--- src/rtl/lfsr_prng_pkg.sv ---
// lfsr_pkg: shared types and constants for the lfsr_prng word source.
// Provides the FSM state enum and maximal-length tap masks per width.
package lfsr_pkg;

    typedef enum logic [1:0] {
        IDLE = 2'd0,
        RUN  = 2'd1,
        HOLD = 2'd2
    } lfsr_state_e;

    // Tap masks for a left-shifting Fibonacci register, fb into bit 0.
    localparam logic [7:0]  TAPS_W8  = 8'hB8;
    localparam logic [15:0] TAPS_W16 = 16'hB400;
    localparam logic [31:0] TAPS_W32 = 32'h8020_0003;
    localparam logic [63:0] TAPS_W64 = 64'hD800_0000_0000_0000;

endpackage

--- src/rtl/lfsr_prng_if.sv ---
// lfsr_prng_if: seed-load and word-output handshakes of lfsr_prng.
// master = generator side, slave = seed source / word consumer side.
interface lfsr_prng_if #(
    parameter int WIDTH = 32
);

    logic             enable;
    logic             seed_valid;
    logic [WIDTH-1:0] seed_data;
    logic             seed_ready;
    logic             random_seed;
    logic             out_valid;
    logic             out_ready;
    logic [WIDTH-1:0] out_data;
    logic             reseed_req;
    logic             lockup;

    modport master (
        input  enable,
        input  seed_valid,
        input  seed_data,
        input  random_seed,
        input  out_ready,
        output seed_ready,
        output out_valid,
        output out_data,
        output reseed_req,
        output lockup
    );

    modport slave (
        output enable,
        output seed_valid,
        output seed_data,
        output random_seed,
        output out_ready,
        input  seed_ready,
        input  out_valid,
        input  out_data,
        input  reseed_req,
        input  lockup
    );

endinterface

--- src/rtl/lfsr_prng_step.sv ---
// lfsr_step: one combinational Fibonacci shift of the LFSR state.
// Ports: state_i (current), inject_i (extra fb bit), state_o (shifted).
module lfsr_step #(
    parameter int WIDTH = 32,
    parameter     TAPS  = 32'h8020_0003
) (
    input  logic [WIDTH-1:0] state_i,
    input  logic             inject_i,
    output logic [WIDTH-1:0] state_o
);

    localparam logic [WIDTH-1:0] MASK = WIDTH'(TAPS);

    logic fb;

    assign fb      = (^(state_i & MASK)) ^ inject_i;
    assign state_o = {state_i[WIDTH-2:0], fb};

endmodule

--- src/rtl/lfsr_prng.sv ---
// lfsr_prng: Fibonacci LFSR word source with seed load, valid/ready
// output, STEPS shifts per word, lock-up recovery and reseed interval.
// Ports: clk, rst (async, active high), bus (lfsr_prng_if.master).
// Build option: define LFSR_ENTROPY_MIX_EN to XOR random_seed into the
// feedback of the first shift of every advance.
module lfsr_prng
    import lfsr_pkg::*;
#(
    parameter int WIDTH           = 32,
    parameter     TAPS            = 32'h8020_0003,
    parameter int STEPS           = 1,
    parameter     DEFAULT_SEED    = 1,
    parameter int RESEED_INTERVAL = 1024
) (
    input  logic        clk,
    input  logic        rst,
    lfsr_prng_if.master bus
);

    localparam logic [WIDTH-1:0] SEED0 = WIDTH'(DEFAULT_SEED);
    localparam int CW = (RESEED_INTERVAL > 0) ?
                        $clog2(RESEED_INTERVAL + 1) : 1;
    localparam logic [CW-1:0] CNT_MAX = '1;
    localparam logic [CW-1:0] CNT_LIM = CW'(RESEED_INTERVAL);
    localparam bit LIMIT_ON = (RESEED_INTERVAL != 0);

    lfsr_state_e      fsm_q, fsm_d;
    logic [WIDTH-1:0] state_q, state_d;
    logic [CW-1:0]    cnt_q, cnt_d;
    logic             lockup_q, lockup_d;

    logic             ent;
    logic             adv;
    logic [CW-1:0]    cnt_inc;
    logic [WIDTH-1:0] next_w;
    logic [WIDTH-1:0] chain [0:STEPS];

`ifdef LFSR_ENTROPY_MIX_EN
    assign ent = bus.random_seed;
`else
    logic unused_entropy;
    assign unused_entropy = bus.random_seed;
    assign ent = 1'b0;
`endif

    // STEPS single-bit shifts chained within one cycle.
    assign chain[0] = state_q;

    for (genvar g = 0; g < STEPS; g++) begin : g_step
        lfsr_step #(
            .WIDTH (WIDTH),
            .TAPS  (TAPS)
        ) u_step (
            .state_i  (chain[g]),
            .inject_i ((g == 0) ? ent : 1'b0),
            .state_o  (chain[g+1])
        );
    end

    assign next_w  = chain[STEPS];
    assign cnt_inc = (cnt_q == CNT_MAX) ? cnt_q : cnt_q + CW'(1);

    always_comb begin
        fsm_d    = fsm_q;
        state_d  = state_q;
        cnt_d    = cnt_q;
        lockup_d = 1'b0;
        adv      = 1'b0;

        unique case (fsm_q)
            IDLE: begin
                if (bus.enable) fsm_d = RUN;
            end
            RUN: begin
                if (!bus.enable) begin
                    fsm_d = IDLE;
                end else if (bus.out_ready) begin
                    adv   = 1'b1;
                    cnt_d = cnt_inc;
                    if (LIMIT_ON && cnt_inc == CNT_LIM) fsm_d = HOLD;
                end
            end
            HOLD: begin
                if (bus.seed_valid) fsm_d = bus.enable ? RUN : IDLE;
            end
            default: fsm_d = IDLE;
        endcase

        if (adv) begin
            if (next_w == '0) begin
                state_d  = SEED0;
                lockup_d = 1'b1;
            end else begin
                state_d = next_w;
            end
        end

        // A seed beats a same-cycle advance; the old word still counts
        // as delivered but the count restarts from zero.
        if (bus.seed_valid) begin
            state_d  = (bus.seed_data == '0) ? SEED0 : bus.seed_data;
            cnt_d    = '0;
            lockup_d = 1'b0;
            if (fsm_q == RUN && fsm_d == HOLD) fsm_d = RUN;
        end
    end

    always_ff @(posedge clk or posedge rst) begin
        if (rst) begin
            fsm_q    <= IDLE;
            state_q  <= SEED0;
            cnt_q    <= '0;
            lockup_q <= 1'b0;
        end else begin
            fsm_q    <= fsm_d;
            state_q  <= state_d;
            cnt_q    <= cnt_d;
            lockup_q <= lockup_d;
        end
    end

    assign bus.out_valid  = (fsm_q == RUN);
    assign bus.seed_ready = 1'b1;
    assign bus.reseed_req = (fsm_q == HOLD);
    assign bus.lockup     = lockup_q;
    assign bus.out_data   = state_q;

endmodule
--- src/flat_wrapper.sv ---
// flat-port wrapper written by rule: the top's interface ports become plain ports
module lfsr_prng_flat import lfsr_pkg::*;
#(
    parameter int WIDTH           = 32,
    parameter     TAPS            = 32'h8020_0003,
    parameter int STEPS           = 1,
    parameter     DEFAULT_SEED    = 1,
    parameter int RESEED_INTERVAL = 1024
)
  (clk, rst, bus_enable, bus_seed_valid, bus_seed_data, bus_random_seed, bus_out_ready, bus_seed_ready, bus_out_valid, bus_out_data, bus_reseed_req, bus_lockup);
  lfsr_prng_if #(.WIDTH(WIDTH)) bus_i ();
  input  logic clk;
  input  logic rst;
  input wire logic [$bits(bus_i.enable)-1:0] bus_enable;
  input wire logic [$bits(bus_i.seed_valid)-1:0] bus_seed_valid;
  input wire logic [$bits(bus_i.seed_data)-1:0] bus_seed_data;
  input wire logic [$bits(bus_i.random_seed)-1:0] bus_random_seed;
  input wire logic [$bits(bus_i.out_ready)-1:0] bus_out_ready;
  output wire logic [$bits(bus_i.seed_ready)-1:0] bus_seed_ready;
  output wire logic [$bits(bus_i.out_valid)-1:0] bus_out_valid;
  output wire logic [$bits(bus_i.out_data)-1:0] bus_out_data;
  output wire logic [$bits(bus_i.reseed_req)-1:0] bus_reseed_req;
  output wire logic [$bits(bus_i.lockup)-1:0] bus_lockup;
  assign bus_i.enable = bus_enable;
  assign bus_i.seed_valid = bus_seed_valid;
  assign bus_i.seed_data = bus_seed_data;
  assign bus_i.random_seed = bus_random_seed;
  assign bus_i.out_ready = bus_out_ready;
  assign bus_seed_ready = bus_i.seed_ready;
  assign bus_out_valid = bus_i.out_valid;
  assign bus_out_data = bus_i.out_data;
  assign bus_reseed_req = bus_i.reseed_req;
  assign bus_lockup = bus_i.lockup;
  lfsr_prng #(.WIDTH(WIDTH), .TAPS(TAPS), .STEPS(STEPS), .DEFAULT_SEED(DEFAULT_SEED), .RESEED_INTERVAL(RESEED_INTERVAL)) u_core (.clk(clk), .rst(rst), .bus(bus_i));
endmodule
--- config.mk ---
export PLATFORM = sky130hd
export DESIGN_NAME = lfsr_prng_flat
export DESIGN_NICKNAME = d
export VERILOG_FILES = /design/src/rtl/lfsr_prng_pkg.sv /design/src/rtl/lfsr_prng_if.sv /design/src/rtl/lfsr_prng_step.sv /design/src/rtl/lfsr_prng.sv /design/src/flat_wrapper.sv
export SDC_FILE = /design/constraint.sdc
export NUM_CORES = 1
export LEC_CHECK = 0
export ABC_AREA = 1
export BUFFER_PORTS_ARGS = -buffer_cell sky130_fd_sc_hd__buf_2
export CAP_MARGIN = 5
export CORE_ASPECT_RATIO = 0.8
export CORE_MARGIN = 10
export CORE_UTILIZATION = 33
export DETAILED_ROUTE_END_ITERATION = 10
export GPL_TIMING_DRIVEN = 0
export PLACE_DENSITY = 0.55
export SETUP_SLACK_MARGIN = 0.1
export SYNTH_ARGS = -nofsm -noshare
export SYNTH_HDL_FRONTEND = slang
export SYNTH_HIERARCHICAL = 1
export SYNTH_SLANG_ARGS = --single-unit
--- constraint.sdc ---
create_clock -name clk -period 3.75 [get_ports clk]
set_input_delay 0 -clock clk [delete_from_list [all_inputs] [get_ports clk]]
set_output_delay 0 -clock clk [all_outputs]
set_load 0.01 [all_outputs]
## Word-level counts from Yosys, hierarchy flattened

Cells that the tools add are included.

- Add/subtract/negate cells: 1
- Equal/unequal tests: 5
- Muxes and demuxes: 24
- Reduce and logical (&&, ||, !) cells: 10

Operators by type and width:

| cell | number |
|---|---|
| 32-bit 2-to-1 mux | 4 |
| 32-bit zero test | 2 |
| 11-bit 2-to-1 mux | 5 |
| 32-bit XOR reduction | 1 |
| 11-bit == test (second input constant) | 2 |
| 2-bit 2-to-1 mux | 7 |
| 11-bit by 1-bit adder with 11-bit output (second input constant) | 1 |
| 2-bit nonzero test | 4 |
| 1-bit 2-to-1 mux | 7 |
| 2-bit case mux with 3 select lines | 1 |
| 2-bit == test (second input constant) | 2 |
| 3-bit AND reduction | 1 |
| 2-bit by 1-bit == test with 1-bit output (second input constant) | 1 |
| 2-bit zero test | 1 |
| 1-bit logical AND | 1 |

- Register bits after elaboration: 46
- Input port bits: 38
- Output and inout port bits: 36
- Logic and storage cells: 44

## Logic depth before layout (Yosys ltp)

- Word-level depth: 11
- Gate-level depth with buffers: 13
- Depth with buffers taken out: 13

## By module

Netlist, hierarchy kept.

By module, submodules not included:

| module | instances | cells each | area an instance (um2) | sequential area each (um2) |
|---|---|---|---|---|
| lfsr_prng | 1 | 345 | 2,617.5 | 1,152.4 |
| lfsr_step | 1 | 46 | 305.3 | 0.0 |

## Least setup slack after synthesis

OpenSTA, ideal clock, no wires.

- Path kind: register to register
- Start: register u_core.cnt_q[0]
- End: register u_core.fsm_q[0]
- Setup time: 0.119 ns
- Arrival: 1.570 ns
- Required time: 3.631 ns
- Path slack: 2.061 ns
- Stages on the path, launching flop included: 13
- Path buffers: 0
- Period minus slack after synthesis: 1.689 ns
- Cell sequence: dfrtp_1 > ha_1 > nand2_4 > nor2_8 > nand3_4 > nand2_2 > nand2_2 > nor2_2 > nand2_1 > nor2_2 > nand2_1 > a21oi_1 > nand2_1

- Longest elaborated chain between the ends: 11
- Elaborated cells on any way between the ends: 12
- Those cells by class: add/sub: 1; eq/ne: 3; mux: 7; reduce/logical: 1

RTL lines:

| item | RTL line | RTL |
|---|---|---|
| start: declaration | lfsr_prng.sv:29 | `logic [CW-1:0] cnt_q, cnt_d;` |
| start signal: assignment | lfsr_prng.sv:117 | `cnt_q <= cnt_d;` |
| 11-bit by 1-bit adder with 11-bit output / 11-bit == test (equally long branches) | lfsr_prng.sv:61 | `assign cnt_inc = (cnt_q == CNT_MAX) ? cnt_q : cnt_q + CW'(1);` |
| 11-bit 2-to-1 mux * | lfsr_prng.sv:61 |  |
| 11-bit == test * | lfsr_prng.sv:80 | `if (LIMIT_ON && cnt_inc == CNT_LIM) fsm_d = HOLD;` |
| 2-bit 2-to-1 mux * | lfsr_prng.sv:80 |  |
| 2-bit 2-to-1 mux * | lfsr_prng.sv:77 | `end else if (bus.out_ready) begin` |
| 2-bit 2-to-1 mux * | lfsr_prng.sv:75 | `if (!bus.enable) begin` |
| 2-bit case mux with 3 select lines * | lfsr_prng.sv:70 | `unique case (fsm_q)` |
| 2-bit == test | lfsr_prng.sv:104 | `if (fsm_q == RUN && fsm_d == HOLD) fsm_d = RUN;` |
| 1-bit logical AND | lfsr_prng.sv:104 |  |
| 2-bit 2-to-1 mux | lfsr_prng.sv:104 |  |
| 2-bit 2-to-1 mux * | lfsr_prng.sv:100 | `if (bus.seed_valid) begin` |
| named net u_core.fsm_d[0] | lfsr_prng.sv:27 | `lfsr_state_e fsm_q, fsm_d;` |
| end signal: assignment | lfsr_prng.sv:115 | `fsm_q <= fsm_d;` |
| end: declaration | lfsr_prng.sv:27 |  |

The timed path passes the listed nets; every way through them passes the cells marked *.
A chain may end at the register's enable or synchronous reset.

## Worst setup path after layout

Same ends and word-level chain as after synthesis.

==> metrics.csv <==
stage;metric;value;unit
run_status;status;completed;
route;Wirelength per Cell;14.1;um
critical_path;critical path's slowest cell;dfrtp_1;
yosys;Yosys reg bits;46;
min_path;Hold EP;u_core/bus.out_data[1];
die;core box area;8560;um2
clock_network;clock slew at reported path FFs;0.09;ns
yosys;post-synthesis cell type count;32;
min_path;HP Class;input pin to register;
clock_network;Skew-Pair Late Insertion Delay;0.30;ns
critical_path;WP data required;3.95;ns
critical_path;CP Max Fanout;8;
finish;nets@finish;533;
timing;clock skew;0.00858;ns
finish;most frequent cells in the layout;95 x nand2_1, 78 x buf_2, 45 x dfrtp_1;
route;routed vias/inst;4.64;
route;1st-iter DRT viols;185;
die;DIE HEIGHT;104;um
route;met2 wire len;3650;um
global_routing;antenna violations before repair;0;
route;Metal-1 WL;4210;um
yosys;Mapped Area;2920;um2
power;PD cells;333;nW/um2
critical_path;worst r2r src;u_core/cnt_q[0];
route;met3 WL post-DR;560;um
clock_network;Max Root-Sink Buffers;2;
global_routing;first-pass GRT wire length;14400;um
min_path;hold path depth;3;
timing;final-report max-slew violation count;0;
min_path;Hold Startpoint;bus_seed_data[1];
global_routing;number of global-route vias before repair;2910;
placement;Final HPWL DP;6540;um
critical_path;critical path class;register to register;
die;Die X;125;um
clock_network;Clock Sinks;46;
yosys;Avg Inst Size Synth;7.48;um2
finish;fin cells;607;
finish;area growth from synthesis to layout;28.9;%
yosys;YS warnings;6;
yosys;share of the synthesized area in the top cell type;38.5;%
timing;Slew HR;61.2;%
clock_network;total CTS buffers;5;
placement;dpl cell area;3440;um2
timing;final hold slack;0.0120;ns
yosys;post-synthesis sequential area ratio;39.4;%
placement;gpl congestion;0.874;
critical_path;largest stage delay on the critical path;0.49;ns
clock_network;CTS tree;done;
placement;IO Port Bufs;70;
die;total die area;13000;um2
die;Initial Util;34.2;%
yosys;post-synthesis cell count;391;
clock_network;# H-tree levels;2;
finish;most common cell after layout, fill and taps aside;nand2_1;
critical_path;WP data arrival;2.18;ns
critical_path;Startpoint Class;register;
route;Via Count;2815;
timing;final hold vios;0;
yosys;main area contributors after synthesis;dfrtp_1 39%, nand2_1 12%, buf_4 8.7%;
global_routing;Overflow after GRT;0;
power;LEAKAGE;0.00190;uW
power;Max rail drop VDD;175;uV
die;row cnt;30;
clock_network;CTS root buf;clkbuf_8;
yosys;cell taking the most area after synthesis;dfrtp_1;
finish;post-route cell area;3770;um2
timing;Worst Tran Pin Value;0.582;ns
critical_path;CP most frequent cell;nand2_1;
placement;Placed Cells incl. Taps;575;
critical_path;Worst R2R End;u_core/fsm_q[0];
route;Final ANT Viol Nets;0;
timing;post-layout min period;1.98;ns
die;IO Pins;74;
finish;diode count;0;
global_routing;largest net degree at the start of global routing;27;
clock_network;# resized after CTS;0;
power;total power draw;1250;uW
route;DRT Pass-1 Iters;4;
timing;Final Cycle Share;52.9;%
timing;unrepaired setup endpoints after global routing;false;
timing;Max Freq;504;MHz
global_routing;GRT Total Usage;13.0;%
critical_path;crit-path cells;ha_1 > nand2_4 > nor2_8 > nand3_4 > nand2_2 > nand2_2 > nor2_2 > nand2_1 > nor2_2 > nand2_1 > a21oi_1 > nand2_1;
timing;final setup fails;0;
timing;setup TNS;0;ns
route;Post-route DRC;0;
critical_path;R2R depth;12;
critical_path;setup slack, reg-to-reg;1.77;ns
flow_run;maxcap violations;0;
finish;layout cells sized above 1;31.1;%
route;highest routed layer;met4;
route;final WL;8540;um
critical_path;CP endpoint kind;register;
[where the power goes]
group / internal, uW / total, uW / switching, uW
clock: 149 / 325 / 176
combinational: 168 / 343 / 175
sequential: 543 / 587 / 43.3
total: 861 / 1250 / 393
[synthesized netlist by cell type]
library cell and n:
a21o_1 1, a21oi_1 33, buf_2 8, buf_4 34, clkbuf_1 4, clkinv_1 1
conb_1 2, dfrtp_1 45, dfstp_2 1, ha_1 1, inv_1 33, inv_2 6
nand2_1 95, nand2_2 10, nand2_4 1, nand3_1 15, nand3_2 1, nand3_4 1
nand4_1 11, nor2_1 35, nor2_2 10, nor2_4 1, nor2_8 2, nor3_1 2
nor4_1 8, o211ai_1 16, o21ai_0 2, o21ai_1 3, o21bai_1 1, o22ai_1 5
xnor2_1 1, xor2_1 2
[cell families after synthesis]
kind of cell / count (synthesis) / share of synthesized area [%]
buf+inv: 86 / 15.8
fa+ha+maj: 1 / 0.428
compound gates: 61 / 12.2
xor+xnor: 3 / 0.899
simple gates: 192 / 31.0
other cells: 2 / 0.257
flops: 46 / 39.4
[cell type report]
| type | count | area, um2 |
|---|---|---|
| clock buffer | 7 | 86.3 |
| timing repair buffer | 95 | 611 |
| fill | 884 | 4790 |
| inverter | 40 | 150 |
| buffer | 46 | 310 |
| tap | 112 | 140 |
| multi-input combinational | 260 | 1310 |
| clock inverter | 1 | 5.00 |
| sequential | 46 | 1150 |
[metrics by stage]
step                util (%)  setup slack, ns
CTS                     44.0             1.77
finish                  44.0             1.77
global route            44.0             1.59
global placement        39.9             1.79
floorplan                  -             2.06
detailed placement      40.2             1.79
[worst max-delay path: cells and delay by family, from the launching register on]
kind | cells | cell delay (ns)
and+or+nand+nor | 10 | 0.95
DFF | 1 | 0.49
adders and majority gates | 1 | 0.31
AOI/OAI and AO/OA | 1 | 0.12
[per-layer routing]
| metal | up-vias | track usage [%] |
|---|---|---|
| met1 | 1286 | 17.5 |
| met5 | - | 0 |
| met4 | 0 | 4.35 |
| li1 | 1444 | - |
| met3 | 9 | 3.62 |
| met2 | 76 | 19.3 |
[sequential cells by signal (all words and copies together), names as in the netlist]
register and count:
u_core/bus.lockup 1, u_core/fsm_q 2, u_core/cnt_q 11, u_core/bus.out_data 32
[repair_timing]
action / in CTS / in global routing
hold endpoints to repair: 43 / 0
hold buffers: 24 / 0
buffers inserted: 0 / 0
[worst max-delay path by stage]
stage / slack, ns / from / cells after the start / to
after detailed placement: 1.79 / u_core/cnt_q[0] / 12 / u_core/fsm_q[0]
after floorplan: 2.06 / u_core/cnt_q[0] / 12 / u_core/fsm_q[0]
after global placement: 1.79 / u_core/cnt_q[0] / 12 / u_core/fsm_q[0]
final: 1.77 / u_core/cnt_q[0] / 12 / u_core/fsm_q[0]
after global routing: 1.59 / u_core/cnt_q[0] / 12 / u_core/fsm_q[0]
after CTS: 1.77 / u_core/cnt_q[0] / 12 / u_core/fsm_q[0]
Note: power is estimated with default switching activity, not from simulation.
